--- config.mk ---
export PLATFORM = sky130hd
export DESIGN_NAME = uart_fifo
export DESIGN_NICKNAME = d
export VERILOG_FILES = /design/src/rtl/uart_fifo.sv
export SDC_FILE = /design/constraint.sdc
export NUM_CORES = 1
export LEC_CHECK = 0
export ABC_CLOCK_PERIOD_IN_PS = 3300
export CORE_ASPECT_RATIO = 1.75
export CORE_MARGIN = 3
export CORE_UTILIZATION = 50
export CTS_CLUSTER_SIZE = 24
export DETAILED_ROUTE_END_ITERATION = 8
export GPL_TIMING_DRIVEN = 0
export PLACE_DENSITY = 0.76
export SYNTH_ARGS = -nofsm -noshare
export SYNTH_HDL_FRONTEND = slang
export SYNTH_HIERARCHICAL = 1
export SYNTH_SLANG_ARGS = --single-unit
--- constraint.sdc ---
create_clock -name clk -period 3.3 [get_ports clk]
set_input_delay 0.66 -clock clk [delete_from_list [all_inputs] [get_ports clk]]
set_output_delay 0.66 -clock clk [all_outputs]
set_load 0.005 [all_outputs]
--- src/rtl/uart_fifo.sv ---
// uart_fifo: parametrised UART with RX/TX FIFOs, parity, error flags and break detection
module uart_fifo_q #(
  parameter int DW = 8,
  parameter int DEPTH = 16
) (
  input  logic                     clk,
  input  logic                     reset,
  input  logic                     push,
  input  logic                     pop,
  input  logic [DW-1:0]            wdata,
  output logic [DW-1:0]            rdata,
  output logic                     empty,
  output logic                     full,
  output logic [$clog2(DEPTH):0]   level
);
  localparam int AW = $clog2(DEPTH);
  logic [DW-1:0] mem [DEPTH];
  logic [AW:0] wr, rd;
  always_ff @(posedge clk or posedge reset)
    if (reset) begin
      wr <= '0;
      rd <= '0;
    end else begin
      if (push) wr <= wr + 1'b1;
      if (pop) rd <= rd + 1'b1;
    end
  always_ff @(posedge clk)
    if (push) mem[wr[AW-1:0]] <= wdata;
  assign rdata = mem[rd[AW-1:0]];
  assign level = wr - rd;
  assign empty = wr == rd;
  assign full = (wr ^ rd) == {1'b1, {AW{1'b0}}};
endmodule

module uart_fifo #(
  parameter int BAUDSEL = 52,
  parameter int DATA_BITS = 8,
  parameter int PARITY = 0,
  parameter int STOP_BITS = 1,
  parameter int RX_DEPTH = 16,
  parameter int TX_DEPTH = 16
) (
  input  logic                        clk,
  input  logic                        reset,
  input  logic                        rx,
  output logic                        tx,
  output logic                        rx_valid,
  output logic [DATA_BITS-1:0]        rx_data,
  input  logic                        rx_ready,
  output logic                        rx_break,
  output logic                        rx_frame_err,
  output logic                        rx_parity_err,
  output logic                        rx_overrun,
  output logic [$clog2(RX_DEPTH):0]   rx_level,
  input  logic                        tx_valid,
  input  logic [DATA_BITS-1:0]        tx_data,
  output logic                        tx_ready,
  output logic [$clog2(TX_DEPTH):0]   tx_level
);
  localparam int CW = $clog2(2*BAUDSEL) + 1;
  localparam logic [CW-1:0] HALF = CW'(BAUDSEL-1);
  localparam logic [CW-1:0] FULL = CW'(2*BAUDSEL-1);
  localparam logic [3:0] DLAST = 4'(DATA_BITS-1);
  localparam logic [3:0] SLAST = 4'(STOP_BITS-1);
  localparam logic ODD = (PARITY == 1);

  typedef enum logic [2:0] {R_IDLE, R_START, R_DATA, R_PAR, R_STOP, R_BRK} rx_state_t;
  typedef enum logic [2:0] {T_IDLE, T_START, T_DATA, T_PAR, T_STOP} tx_state_t;

  rx_state_t rx_st, rx_nx;
  logic [1:0] rx_sync;
  logic rx_s, rx_p, rx_pb, rx_tick, rx_sample, rx_brk, rx_par_bad, rx_good;
  logic rx_full, rx_empty, rx_pop, rx_push;
  logic [CW-1:0] rx_cnt;
  logic [3:0] rx_idx;
  logic [DATA_BITS-1:0] rx_sh;

  assign rx_s = rx_sync[1];
  assign rx_sample = rx_st == R_STOP && rx_tick;
  assign rx_brk = rx_sh == '0 && !rx_pb && !rx_s;
  assign rx_par_bad = PARITY != 0 && rx_pb != (^rx_sh ^ ODD);
  assign rx_good = rx_sample && rx_s && !rx_par_bad;
  assign rx_pop = rx_valid && rx_ready;
  assign rx_push = rx_good && (!rx_full || rx_pop);
  assign rx_valid = !rx_empty;
  assign rx_break = rx_st == R_BRK;

  always_comb begin
    rx_tick = rx_cnt == (rx_st == R_START ? HALF : FULL);
    rx_nx = rx_st;
    case (rx_st)
      R_IDLE:  if (rx_p && !rx_s) rx_nx = R_START;
      R_START: if (rx_tick) rx_nx = rx_s ? R_IDLE : R_DATA;
      R_DATA:  if (rx_tick && rx_idx == DLAST) rx_nx = PARITY != 0 ? R_PAR : R_STOP;
      R_PAR:   if (rx_tick) rx_nx = R_STOP;
      R_STOP:  if (rx_tick) rx_nx = rx_brk ? R_BRK : R_IDLE;
      R_BRK:   if (rx_s) rx_nx = R_IDLE;
      default: rx_nx = R_IDLE;
    endcase
  end

  always_ff @(posedge clk or posedge reset)
    if (reset) begin
      rx_st <= R_IDLE;
      rx_sync <= 2'b11;
      rx_p <= 1'b1;
      rx_cnt <= '0;
      rx_idx <= '0;
      rx_sh <= '0;
      rx_pb <= 1'b0;
      rx_frame_err <= 1'b0;
      rx_parity_err <= 1'b0;
      rx_overrun <= 1'b0;
    end else begin
      rx_st <= rx_nx;
      rx_sync <= {rx_sync[0], rx};
      rx_p <= rx_s;
      rx_cnt <= (rx_st != rx_nx || rx_tick) ? '0 : rx_cnt + 1'b1;
      rx_idx <= rx_st != R_DATA ? '0 : rx_tick ? rx_idx + 1'b1 : rx_idx;
      if (rx_st == R_DATA && rx_tick) rx_sh <= {rx_s, rx_sh[DATA_BITS-1:1]};
      if (rx_st == R_PAR && rx_tick) rx_pb <= rx_s;
      rx_frame_err <= rx_sample && !rx_brk && !rx_s;
      rx_parity_err <= rx_sample && rx_s && rx_par_bad;
      rx_overrun <= rx_good && rx_full && !rx_pop;
    end

  uart_fifo_q #(.DW(DATA_BITS), .DEPTH(RX_DEPTH)) u_rxq (
    .clk(clk), .reset(reset), .push(rx_push), .pop(rx_pop), .wdata(rx_sh),
    .rdata(rx_data), .empty(rx_empty), .full(rx_full), .level(rx_level)
  );

  tx_state_t tx_st, tx_nx;
  logic tx_par, tx_tick, tx_pop, tx_push, tx_empty, tx_full, tx_bit;
  logic [CW-1:0] tx_cnt;
  logic [3:0] tx_idx;
  logic [DATA_BITS-1:0] tx_sh, tx_sh_nx, tx_q;

  assign tx_ready = !tx_full;
  assign tx_push = tx_valid && tx_ready;

  // tx is registered from the next state so the line never glitches
  always_comb begin
    tx_tick = tx_cnt == FULL;
    tx_nx = tx_st;
    case (tx_st)
      T_IDLE:  if (!tx_empty) tx_nx = T_START;
      T_START: if (tx_tick) tx_nx = T_DATA;
      T_DATA:  if (tx_tick && tx_idx == DLAST) tx_nx = PARITY != 0 ? T_PAR : T_STOP;
      T_PAR:   if (tx_tick) tx_nx = T_STOP;
      T_STOP:  if (tx_tick && tx_idx == SLAST) tx_nx = tx_empty ? T_IDLE : T_START;
      default: tx_nx = T_IDLE;
    endcase
    tx_pop = tx_nx == T_START && tx_st != T_START;
    tx_sh_nx = tx_pop ? tx_q : (tx_st == T_DATA && tx_tick) ? tx_sh >> 1 : tx_sh;
    tx_bit = tx_nx == T_START ? 1'b0 : tx_nx == T_DATA ? tx_sh_nx[0] : tx_nx == T_PAR ? tx_par : 1'b1;
  end

  always_ff @(posedge clk or posedge reset)
    if (reset) begin
      tx_st <= T_IDLE;
      tx <= 1'b1;
      tx_cnt <= '0;
      tx_idx <= '0;
      tx_sh <= '0;
      tx_par <= 1'b0;
    end else begin
      tx_st <= tx_nx;
      tx <= tx_bit;
      tx_cnt <= (tx_st != tx_nx || tx_tick) ? '0 : tx_cnt + 1'b1;
      tx_idx <= tx_st != tx_nx ? '0 : tx_tick ? tx_idx + 1'b1 : tx_idx;
      tx_sh <= tx_sh_nx;
      if (tx_pop) tx_par <= ^tx_q ^ ODD;
    end

  uart_fifo_q #(.DW(DATA_BITS), .DEPTH(TX_DEPTH)) u_txq (
    .clk(clk), .reset(reset), .push(tx_push), .pop(tx_pop), .wdata(tx_data),
    .rdata(tx_q), .empty(tx_empty), .full(tx_full), .level(tx_level)
  );
endmodule

==> results.yml, run 1 <==
status:
  status: "completed"
cts:
  cts.path.max_buffers: 3
  cts.clk_slew.worst_paths_ps: 70
  cts_root_buffer: "clkbuf_16"
  htreeDepth: 1
  clk_latency_ps: 550
  cts_tree: "built"
  cts_buffers: 29
  clock_sinks: 330
logic_synthesis:
  netlist_area_um2: 14100
  async_reset_ff_share_pct: 22.4
  ys_seq_elements: 330
  synthesis.nets: 887
  synth_area_per_cell_um2: 16.6
  syn_inst: 849
  synth-edff-count: 256
  ys_types: 58
  ys_seq_area_share_pct: 67.8
  synth_ff_type: "edfxtp_1"
  yosysWarnings: 6
worst_setup_path:
  rrSetupSlack_ps: 310
  crit_slowest_cell: "clkdlybuf4s50_1"
  worstRegToRegCells: 8
  crit-reg2reg-launch: "rx_st[1]"
  crit_chain: "buf_6 -> buf_8 -> and2_1 -> buf_4 -> a22oi_2 -> a32oi_1 -> o21ai_1 -> clkdlybuf4s50_1"
  cp_max_fo: 10
  critPathLaunchType: "register"
  endpoint_kind: "output port"
  crit_arrival_ps: 2570
  crit_type: "register to output port"
  r2r_end: "u_rxq/mem[13][1]"
  slowest_delay_ps: 520
  critPathRequiredTime_ps: 2640
global_route:
  busiest_layer: "met2"
  grt_overflow_total: 0
  met1_usage_pct: 18.4
  gr-usage-met3_pct: 2.62
  antenna_found_initial: 0
  gr-usage-met2_pct: 37.3
  grt_pass1_vias: 7857
  grt_max_degree: 41
  grt_pass1_wl_um: 43500
  grt_use_total_pct: 18.4
floorplan:
  die_x_um: 133
  core_um2: 27500
  die_h_um: 228
  ios: 38
  initial_core_util_pct: 51.2
  std_cell_rows: 80
  die_area_um2: 30300
sta:
  hold_ws_ps: 352
  fin_setup_tns_ps: 0
  worst_slew_pin_slew_ps: 834
  finalClockSkew_ps: 11.6
  fin_crit_ps: 3230
  final-hold-violation-count: 0
  min_period_over_period_pct: 97.8
  worst_slack_ps: 71.5
  timing.fmax_mhz: 310
  drv_slew: 0
  rsz0062_at_grt: "true"
  slew_headroom_pct: 44.2
  setup_viol: 0
placed_design:
  place_inst: 1255
  io_buffers: 36
  gp_routability_congestion: 0.852
  pre_cts_slack_ps: -270
  dp_hpwl_um: 20000
pwr:
  p_sw_w: 0.00372
  clockPowerShare_pct: 27.0
  vdd_drop_max_v: 0.00109
  p_per_area_nw_per_um2: 767
  swShare_pct: 30.3
  p_int_w: 0.00857
  seq_power_share_pct: 41.6
  comb_power_share_pct: 31.3
  leakage_nw: 5.88
flow_run:
  maxCapViolCount: 0
final_layout:
  postLayoutCoreUtil_pct: 58.2
  stdcell_count: 1311
  final_cell_mix: "edfxtp_1 (256), dfrtp_1 (70), mux2i_1 (56)"
  insertedDiodeCount: 0
  finalNetCount: 958
  drive_gt1_share_pct: 15.2
  area_growth_pct: 13.8
  layout.cells.most_common: "edfxtp_1"
detailed_routing:
  dr.pass1.iters: 5
  ant_nets: 0
  dr_total_vias: 7411
  wl_per_cell_um: 21.1
  drc_errors: 0
  totalWireLength_um: 27600
  drt-vias-per-instance: 5.65
  drt_iter0_markers: 445
min_path:
  hold_class: "register to register"
  hp-start: "rx_sync[0]"
  hold_path_depth: 0
  min_to: "rx_sync[1]"
==> flip-flops by register name, indices dropped and copies added, names as in the netlist <==
signal	count
rx_cnt	8
u_rxq/wr	5
rx_p	1
u_txq/wr	5
tx_par	1
rx_overrun	1
tx_sh	8
u_txq/mem	128
rx_pb	1
tx_cnt	8
tx_idx	4
rx_sh	8
u_rxq/rd	5
tx_st	3
tx	1
rx_sync	2
u_txq/rd	5
rx_st	3
u_rxq/mem	128
rx_frame_err	1
rx_idx	4
==> through the flow <==
stage / cell area, um2 / total power [W]
6_report: 16000 / 0.0123
5_1_grt: 16000 / 0.0129
4_1_cts: 16000 / 0.0124
3_5_place_dp: 14900 / 0.00896
3_3_place_gp: 14900 / 0.00888
2_1_floorplan: 14100 / 0.00768
==> how the worst max path moves through the flow <==
stage,startpoint,end,slack [ps],depth (start not counted)
after detailed placement,u_rxq/rd[1],u_rxq/mem[2][3],-270,12
after floorplan,u_rxq/rd[1],u_rxq/mem[3][0],520,12
after global placement,u_rxq/rd[1],u_rxq/mem[3][3],-180,12
final,u_rxq/rd[0],rx_data[4],70,8
after CTS,rx_st[1],u_rxq/mem[0][6],10,8
after global routing,u_rxq/rd[0],rx_data[4],-0.7,8
==> power groups by stage <==
stage                     clock [W]  combinational (W)  sequential, W
after floorplan                   0            0.00255        0.00513
after global placement            0            0.00370        0.00518
after detailed placement          0            0.00376        0.00520
after CTS                   0.00340            0.00389        0.00512
after global routing        0.00358            0.00415        0.00516
final                       0.00332            0.00385        0.00512
==> what timing repair did <==
action | CTS | global route
setup endpoints to repair | 252 | 134
gates cloned | 0 | 0
gates resized for setup | 30 | 21
pin swaps | 4 | 8
buffers inserted | 5 | 0
hold buffers | 0 | 0
==> synth_stat cells (7+ instances only) <==
library cell | number | area [um2]
nand2_1 | 38 | 143
edfxtp_1 | 256 | 7690
inv_1 | 27 | 101
mux4_1 | 32 | 841
nand3_1 | 14 | 70.1
xnor2_1 | 34 | 298
nor2_1 | 44 | 165
mux2i_1 | 56 | 561
o21ai_1 | 16 | 80.1
xor2_1 | 15 | 131
o21ai_0 | 16 | 80.1
a22oi_1 | 18 | 135
ha_1 | 23 | 288
mux2_4 | 9 | 135
dfrtp_1 | 70 | 1750
and2_1 | 36 | 225
mux4_2 | 16 | 360
clkbuf_1 | 13 | 48.8
a21oi_1 | 10 | 50.1
nand4_1 | 7 | 43.8
a32oi_1 | 16 | 140
==> kinds of logic (layout without fill, tap and decap cells) <==
group           count (synthesis)  after routing  synth area share [%]
compound gates                 91             91                  4.40
xor+xnor                       49             49                  3.05
other cells                     1              1                0.0266
buf+inv                        61            154                  2.31
flops                         330            330                  67.8
fa+ha+maj                      25             25                  2.33
mux                           114            114                  13.6
simple gates                  178            178                  6.55
==> layer usage <==
metal,up-vias,share of wire [%]
li1,3413,-
met1,3775,34
met2,172,59
met3,51,3.4
met4,0,3.4
met5,-,0
==> critical path: cells and delay by family, from the launching register on <==
kind	cells	cell delay, ps
and+or+nand+nor	1	130
buffers and inverters	4	1000
DFF	1	390
AOI/OAI and AO/OA	3	500
==> cell type report <==
| type | instances | area [um2] |
|---|---|---|
| Tap cell | 369 | 462 |
| Timing Repair Buffer | 42 | 425 |
| Clock inverter | 17 | 161 |
| Inverter | 29 | 113 |
| Multi-Input combinational cell | 458 | 4280 |
| Clock buffer | 36 | 793 |
| Buffer | 30 | 250 |
| Fill cell | 2055 | 11500 |
| Sequential cell | 330 | 9540 |
Power figures use the tool's default switching activity.
==> inputs of run 2 (changes only) <==
--- a/config.mk
+++ b/config.mk
@@ -7,7 +7,7 @@
 export LEC_CHECK = 0
 export ABC_CLOCK_PERIOD_IN_PS = 3300
 export CORE_ASPECT_RATIO = 1.75
-export CORE_MARGIN = 3
+export CORE_MARGIN = 8
 export CORE_UTILIZATION = 50
 export CTS_CLUSTER_SIZE = 24
 export DETAILED_ROUTE_END_ITERATION = 8
==> constraint.sdc (replaced) <==
create_clock -name clk -period 3.3 [get_ports clk]
set_input_delay 0.66 -clock clk [delete_from_list [all_inputs] [get_ports clk]]
set_output_delay 0.66 -clock clk [all_outputs]
set_load 0.01 [all_outputs]
==> run 2 against run 1 <==
Final area down 0.62%. Highest routed layer unchanged. Via count down 0.73%. Total power down 0.23%. Register-to-register slack worse by 100 ps. Critical endpoint is now rx_data[5]. Sequential share of layout area up 0.38 points. Non-clock buffer count down 2. Worst setup slack worse by 2.3 ps. Critical path type unchanged. Clock power down 6.0%. Sequential power about the same. First-iteration DRC count down 8.1%. Global-route usage down 1.4 points.
==> results.yml, run 2 (synthesized netlist as in run 1, its figures left out) <==
sta:
  final-hold-violation-count: 0
  min_period_over_period_pct: 97.9
  setup_viol: 0
  rsz0062_at_grt: "true"
  worst_slew_pin_slew_ps: 766
  finalClockSkew_ps: 19.6
  drv_slew: 0
  slew_headroom_pct: 48.8
  timing.fmax_mhz: 310
  fin_crit_ps: 3230
final_layout:
  stdcell_count: 1312
  insertedDiodeCount: 0
  finalNetCount: 956
  final_cell_mix: "edfxtp_1 (256), dfrtp_1 (69), mux2i_1 (56)"
  area_growth_pct: 13.1
  n_fill_cell: 2120
  drive_gt1_share_pct: 14.9
  layout.cells.most_common: "edfxtp_1"
placed_design:
  dp_hpwl_um: 20300
  gp_routability_congestion: 0.844
  io_buffers: 36
  place_inst: 1259
worst_setup_path:
  slowest_delay_ps: 550
  worstRegToRegCells: 9
  crit-reg2reg-launch: "rx_cnt[0]"
  endpoint_kind: "output port"
  rrSetupSlack_ps: 210
  crit_chain: "buf_6 -> buf_8 -> mux4_2 -> a32oi_1 -> o21ai_1 -> clkdlybuf4s50_1"
  cp_max_fo: 10
  crit_type: "register to output port"
  crit_arrival_ps: 2570
  crit_slowest_cell: "mux4_2"
  critPathRequiredTime_ps: 2640
  critPathLaunchType: "register"
  r2r_end: "u_rxq/mem[15][0]"
floorplan:
  core_um2: 27900
  die_h_um: 238
  die_area_um2: 34000
  ios: 38
  die_x_um: 143
  initial_core_util_pct: 50.5
  std_cell_rows: 81
cts:
  htreeDepth: 1
  cts_root_buffer: "clkbuf_16"
  cts.clk_slew.worst_paths_ps: 70
  cts_buffers: 29
  clk_latency_ps: 550
  cts_tree: "built"
  cts.path.max_buffers: 3
  clock_sinks: 330
pwr:
  seq_power_share_pct: 41.8
  p_int_w: 0.00841
  swShare_pct: 31.4
  p_per_area_nw_per_um2: 770
  p_total_w: 0.0123
  vdd_drop_max_v: 0.000476
  p_sw_w: 0.00385
  leakage_nw: 5.85
  comb_power_share_pct: 32.7
  clockPowerShare_pct: 25.5
global_route:
  grt_pass1_wl_um: 43900
  antenna_found_initial: 0
  grt_max_degree: 41
  grt_pass1_vias: 7852
  grt_use_total_pct: 17.0
  grt_overflow_total: 0
detailed_routing:
  ant_nets: 0
  dr_total_vias: 7357
  drt_iter0_markers: 409
  drc_errors: 0
  totalWireLength_um: 28400
  wl_per_cell_um: 21.6
  drt-vias-per-instance: 5.61
  dr.pass1.iters: 5
min_path:
  min_to: "rx_sync[1]"
  hold_class: "register to register"
  hold_path_depth: 0
  hp-start: "rx_sync[0]"
flow_run:
  maxCapViolCount: 0
status:
  status: "completed"
[run 2: worst max-delay path, delay by kind of cell, from the launching register on]
family / cells / cell delay [ps]
muxes: 1 / 550
AOI/OAI and AO/OA: 2 / 300
buffers and inverters: 3 / 800
DFF: 1 / 360
[run 2: stage by stage]
stage	setup slack, ps	cell area, um2	util, %	setup TNS, ps	hold slack [ps]
global route	-18.6	15900	57.2	-250	364
floorplan	482	14100	-	0	345
CTS	-61.8	15900	57.0	-183	357
detailed placement	-652	14900	53.6	-43810	347
finish	69.2	15900	57.2	0	356
global placement	-564	14900	53.5	-34420	346
[run 2: what timing repair did]
| action | in CTS | in global routing |
|---|---|---|
| hold buffers | 0 | 0 |
| setup buffers | 3 | 0 |
| setup endpoints to repair | 190 | 130 |
| pin swaps | 3 | 1 |
| resized for setup | 32 | 28 |
[run 2: cell type report]
class / count / area [um2] / share of cell area (%)
well taps: 373 / 467 / 2.93
plain buffers: 30 / 240 / 1.51
inverters: 29 / 109 / 0.683
flip-flops and latches: 330 / 9550 / 59.9
repair buffers: 40 / 402 / 2.52
multi-input cells: 458 / 4300 / 27.0
clock buffers: 39 / 773 / 4.85
clock inverters: 13 / 95.1 / 0.597
[run 2: layer usage]
layer | vias up | track usage, % | routed length, um
met2 | 177 | 32.8 | 16100
met3 | 79 | 2.24 | 917
met1 | 3713 | 16.4 | 9570
met5 | - | 0 | 0
li1 | 3388 | - | -
met4 | 0 | 10.8 | 1750
[run 2: power by group through the flow]
stage	clock network, W	registers (W)	logic (W)
floorplan	0	0.00513	0.00264
global placement	0	0.00519	0.00386
detailed placement	0	0.00521	0.00393
CTS	0.00319	0.00513	0.00400
global route	0.00338	0.00518	0.00432
finish	0.00312	0.00513	0.00401
[run 2: worst max path at each step]
| stage | end | start | slack [ps] | depth (start not counted) |
|---|---|---|---|---|
| after floorplan | u_rxq/mem[3][0] | u_rxq/rd[1] | 480 | 12 |
| after global placement | u_rxq/mem[2][2] | u_rxq/rd[1] | -560 | 12 |
| after detailed placement | u_rxq/mem[0][2] | u_rxq/rd[1] | -650 | 12 |
| after CTS | rx_data[6] | u_rxq/rd[0] | -60 | 6 |
| after global routing | u_rxq/mem[4][6] | rx_cnt[0] | -20 | 10 |
| final | rx_data[5] | u_rxq/rd[0] | 70 | 6 |
